==> src/rtl/program_sequencer.sv <==
// Fetch/issue controller: walks the PC from 0 to LAST_ADDR, latches each instruction
// word and issues its decoded fields to the datapath one at a time with a valid/done handshake.
module program_sequencer #(
  parameter logic [7:0] LAST_ADDR = 8'd255
) (
  input  logic       clk,
  input  logic       rst_n,
  input  logic       start,
  input  logic [8:0] instr,
  input  logic       exec_done,
  output logic [7:0] pc,
  output logic [2:0] opcode,
  output logic [1:0] rd,
  output logic [1:0] rs1,
  output logic [1:0] rs2,
  output logic       issue_valid,
  output logic       busy,
  output logic       halted,
  output logic [8:0] retired
);

  typedef enum logic [2:0] {
    S_IDLE  = 3'd0,
    S_FETCH = 3'd1,
    S_ISSUE = 3'd2,
    S_WAIT  = 3'd3,
    S_HALT  = 3'd4
  } state_t;

  state_t     state_r;
  state_t     state_s;
  logic [8:0] ir_r;
  logic [7:0] pc_r;
  logic [8:0] retired_r;
  logic       issue_valid_r;
  logic       busy_r;
  logic       halted_r;
  logic       retire_s;
  logic       restart_s;

  // Next-state decode plus the retire and (re)start qualifiers
  always_comb begin
    state_s   = state_r;
    retire_s  = 1'b0;
    restart_s = 1'b0;
    case (state_r)
      S_IDLE: begin
        if (start) begin
          state_s   = S_FETCH;
          restart_s = 1'b1;
        end else begin
          state_s = S_IDLE;
        end
      end
      S_FETCH: state_s = S_ISSUE;
      S_ISSUE: state_s = S_WAIT;
      S_WAIT: begin
        if (exec_done) begin
          retire_s = 1'b1;
          if (pc_r == LAST_ADDR) begin
            state_s = S_HALT;
          end else begin
            state_s = S_FETCH;
          end
        end else begin
          state_s = S_WAIT;
        end
      end
      S_HALT: begin
        if (start) begin
          state_s   = S_FETCH;
          restart_s = 1'b1;
        end else begin
          state_s = S_HALT;
        end
      end
      default: state_s = S_IDLE;
    endcase
  end

  // State, PC, instruction register, retire counter and registered status flags
  always_ff @(posedge clk or negedge rst_n) begin
    if (!rst_n) begin
      state_r       <= S_IDLE;
      pc_r          <= 8'd0;
      ir_r          <= 9'd0;
      retired_r     <= 9'd0;
      issue_valid_r <= 1'b0;
      busy_r        <= 1'b0;
      halted_r      <= 1'b0;
    end else begin
      state_r <= state_s;
      // The PC stops at LAST_ADDR rather than wrapping, so 255 never rolls back to 0
      if (restart_s || (state_s == S_IDLE)) begin
        pc_r <= 8'd0;
      end else if (retire_s && (pc_r != LAST_ADDR)) begin
        pc_r <= pc_r + 8'd1;
      end else begin
        pc_r <= pc_r;
      end
      if (state_r == S_FETCH) begin
        ir_r <= instr;
      end else begin
        ir_r <= ir_r;
      end
      if (restart_s) begin
        retired_r <= 9'd0;
      end else if (retire_s) begin
        retired_r <= retired_r + 9'd1;
      end else begin
        retired_r <= retired_r;
      end
      issue_valid_r <= (state_s == S_ISSUE);
      busy_r        <= (state_s == S_FETCH) || (state_s == S_ISSUE) || (state_s == S_WAIT);
      halted_r      <= (state_s == S_HALT);
    end
  end

  assign pc          = pc_r;
  assign opcode      = ir_r[8:6];
  assign rd          = ir_r[5:4];
  assign rs1         = ir_r[3:2];
  assign rs2         = ir_r[1:0];
  assign issue_valid = issue_valid_r;
  assign busy        = busy_r;
  assign halted      = halted_r;
  assign retired     = retired_r;

endmodule
==> config.mk <==
export PLATFORM = sky130hd
export DESIGN_NAME = program_sequencer
export DESIGN_NICKNAME = d
export VERILOG_FILES = /design/src/rtl/program_sequencer.sv
export SDC_FILE = /design/constraint.sdc
export NUM_CORES = 1
export LEC_CHECK = 0
export CAP_MARGIN = 20
export CORE_MARGIN = 2
export CORE_UTILIZATION = 30
export CTS_CLUSTER_DIAMETER = 40
export CTS_CLUSTER_SIZE = 8
export DETAILED_ROUTE_END_ITERATION = 16
export SETUP_SLACK_MARGIN = 0.4
export SLEW_MARGIN = 20
export SYNTH_ARGS = -nofsm -noshare
export SYNTH_HDL_FRONTEND = slang
export SYNTH_SLANG_ARGS = --single-unit
==> constraint.sdc <==
create_clock -name clk -period 4.4 [get_ports clk]
set_clock_uncertainty 0.15 [all_clocks]
set_input_delay 0.66 -clock clk [delete_from_list [all_inputs] [get_ports clk]]
set_output_delay 0.66 -clock clk [all_outputs]
set_load 0.005 [all_outputs]
==> results.cfg <==
[floorplan]
die_area_um2 = 5375
initial_core_util_pct = 30.72
coreArea_um2 = 4692
ios = 42
chipHeight_um = 73.32
die-width_um = 73.32
num_rows = 25

[sta]
finalSetupViolCount = 0
rsz0062_at_grt = no
fin_tns_setup_ns = 0
max_slew_margin_pct = 70.11
hold_viol_final = 0
finalCritPeriodShare_pct = 52.39
slew_viol_final = 0
hold_slack_ns = 0.3387
worst_slew_pin_slew_ns = 0.4453
fmax_ghz = 0.4338
min_period_ns = 2.305

[cells_and_area]
fin_util_pct = 42.45
area_growth_pct = 38.19
diodes = 0
fin_nets = 188
final_cell_mix = clkdlybuf4s50_1 (41), dfrtp_1 (32), nor2_1 (12), nand2_1 (11), a21oi_1 (9)
layout-drive-gt1-share_pct = 8.092
fill_cells = 459
stdcell_count = 227
mostFrequentLayoutCell = clkdlybuf4s50_1

[global_route]
grt_overflow = 0
globalRoute.busiestLayer = met2
met3_usage_pct = 2.606
grt_max_degree = 33
use_met2_pct = 19.52
grt_antenna_before_repair = 0
grt_usage_pct = 12.58
grt_pass1_vias = 1141
grt_pass1_wl_mm = 5.250
grtUsageMet1_pct = 16.77

[clocking]
postCtsResizedCells = 0
cts_tree = yes
post-cts-setup-buffers = 0
clockBufferDepth = 2
cts_made_buffers = 5
clock_latency_ns = 0.28
cts_hold_buffers = 0
cts.htree.levels = 2
path_clk_slew_ns = 0.06
root_buffer = clkbuf_8
clock-sinks = 32

[synth]
yosysWarnings = 0
synth_cell_type_count = 36
synth_edf_count = 0
async_flop_share_pct = 100.0
syn_inst = 129
syn_nets = 144
synth-seq-cells = 32
netlist_area_um2 = 1441
ys.flop_type = dfrtp_1
syn_area_per_cell_um2 = 11.17
yosysSeqAreaShare_pct = 55.56

[detailed_routing]
drtIter0Drc = 71
firstDrtPassIters = 4
antenna_left = 0
drt-total-wl_mm = 3.099
vias = 1139
drc_errors = 0
wire_per_inst_um = 13.65
via_per_inst = 5.018

[worst_setup_path]
crit_buf_inv = 1
critPathMaxFanout = 7
timing.critical_path.to_type = register
cp.required_ns = 4.45
critical_path_class = in -> reg
worstSetupStartpointType = primary input
startpoint = exec_done
path_delay_family = simple AND/OR/NAND/NOR gates
cp_cell_sequence = clkdlybuf4s50_1 -> and4b_1 -> o211ai_1 -> or3_1 -> a21oi_1
critPathArrivalTime_ns = 2.36
r2r-start = state_r[1]$_DFF_PN0_
slowest_delay_ns = 0.54
crit_slowest_cell = clkdlybuf4s50_1

[placement]
dp.final_hpwl_mm = 2.266
numPortBuffers = 41
dp.cells = 220
gp_congestion = 0.8496

[pwr]
leakage_nw = 0.8092
vdd_drop_max_mv = 0.1662
power_density_nw_per_um2 = 553.7
total_power_w = 0.001103

[outcome]
status = completed

[hold_path]
hp-class = reg -> reg
min_from = ir_r[6]$_DFFE_PN0N_

[job]
maxCapViolations = 0
[routing by layer]
| layer | up-vias | part of all wire (%) |
|---|---|---|
| met2 | 34 | 50 |
| met5 | - | 0 |
| met1 | 550 | 44 |
| met4 | 0 | 2.2 |
| met3 | 9 | 4.2 |
| li1 | 546 | - |
[where the power goes]
part	total [W]	switching [W]	internal, W
Sequential	0.000469	0.0000816	0.000388
Clock	0.000237	0.0000979	0.000139
Combinational	0.000397	0.000152	0.000244
[through the flow]
stage / cell area [um2] / setup WS (ns)
2_1_floorplan: 1441 / 2.256
3_3_place_gp: 1896 / 1.849
3_5_place_dp: 1896 / 1.818
4_1_cts: 1992 / 2.105
5_1_grt: 1992 / 1.951
6_report: 1992 / 2.095
[cells in the mapped netlist (2+ instances only)]
master | number | area share, %
a21oi_1 | 9 | 3.1
a31oi_1 | 2 | 0.87
buf_6 | 2 | 1.6
clkbuf_1 | 2 | 0.52
dfrtp_1 | 32 | 56
ha_1 | 2 | 1.7
inv_1 | 2 | 0.52
mux2_1 | 6 | 4.7
mux2_2 | 3 | 2.3
nand2_1 | 11 | 2.9
nand3_1 | 3 | 1.0
nand4_1 | 2 | 0.87
nor2_1 | 12 | 3.1
nor3_1 | 2 | 0.69
nor4_1 | 2 | 0.87
o211ai_1 | 4 | 2.1
o21ai_0 | 3 | 1.0
o31ai_1 | 2 | 1.0
or3_1 | 3 | 1.3
or4_1 | 2 | 1.0
xnor2_1 | 5 | 3.0
xor2_1 | 4 | 2.4
[state kept, by name, summed over array words and instances (netlist names)]
name,flops
ir_r,9
busy,1
state_r,3
issue_valid,1
retired,9
halted,1
pc,8
[cells by family (layout without fill, tap and decap cells)]
group	after synthesis	in the layout	synth area share, %
and+or+nand+nor	44	44	16.06
AOI/OAI and AO/OA	24	24	10.24
DFF	32	32	55.56
xor gates and xnor gates	9	9	5.468
muxes	10	10	7.725
buffers and inverters	8	52	3.212
adders and majority gates	2	2	1.736
[final cells by class]
cell class / count / area [um2] / share of cell area, %
Clock buffer: 7 / 96.34 / 4.837
Inverter: 2 / 7.507 / 0.3769
Timing Repair Buffer: 43 / 425.4 / 21.36
Tap cell: 54 / 67.56 / 3.392
Sequential cell: 32 / 800.8 / 40.20
Multi-Input combinational cell: 89 / 594.3 / 29.84
[path summary, 6_finish.rpt]
path | to | slack [ns] | depth (start not counted)
max in group asynchronous | halted$_DFF_PN0_ | 3.18 | 2
max | pc[5]$_DFFE_PN0P_ | 2.09 | 5
max reg2reg | pc[4]$_DFFE_PN0P_ | 2.42 | 4
min | ir_r[6]$_DFFE_PN0N_ | 0.34 | 1
min in group asynchronous | retired[5]$_DFFE_PN0P_ | 0.62 | 2
min reg2reg | ir_r[6]$_DFFE_PN0N_ | 0.34 | 1
(Power assumes the default switching activity.)
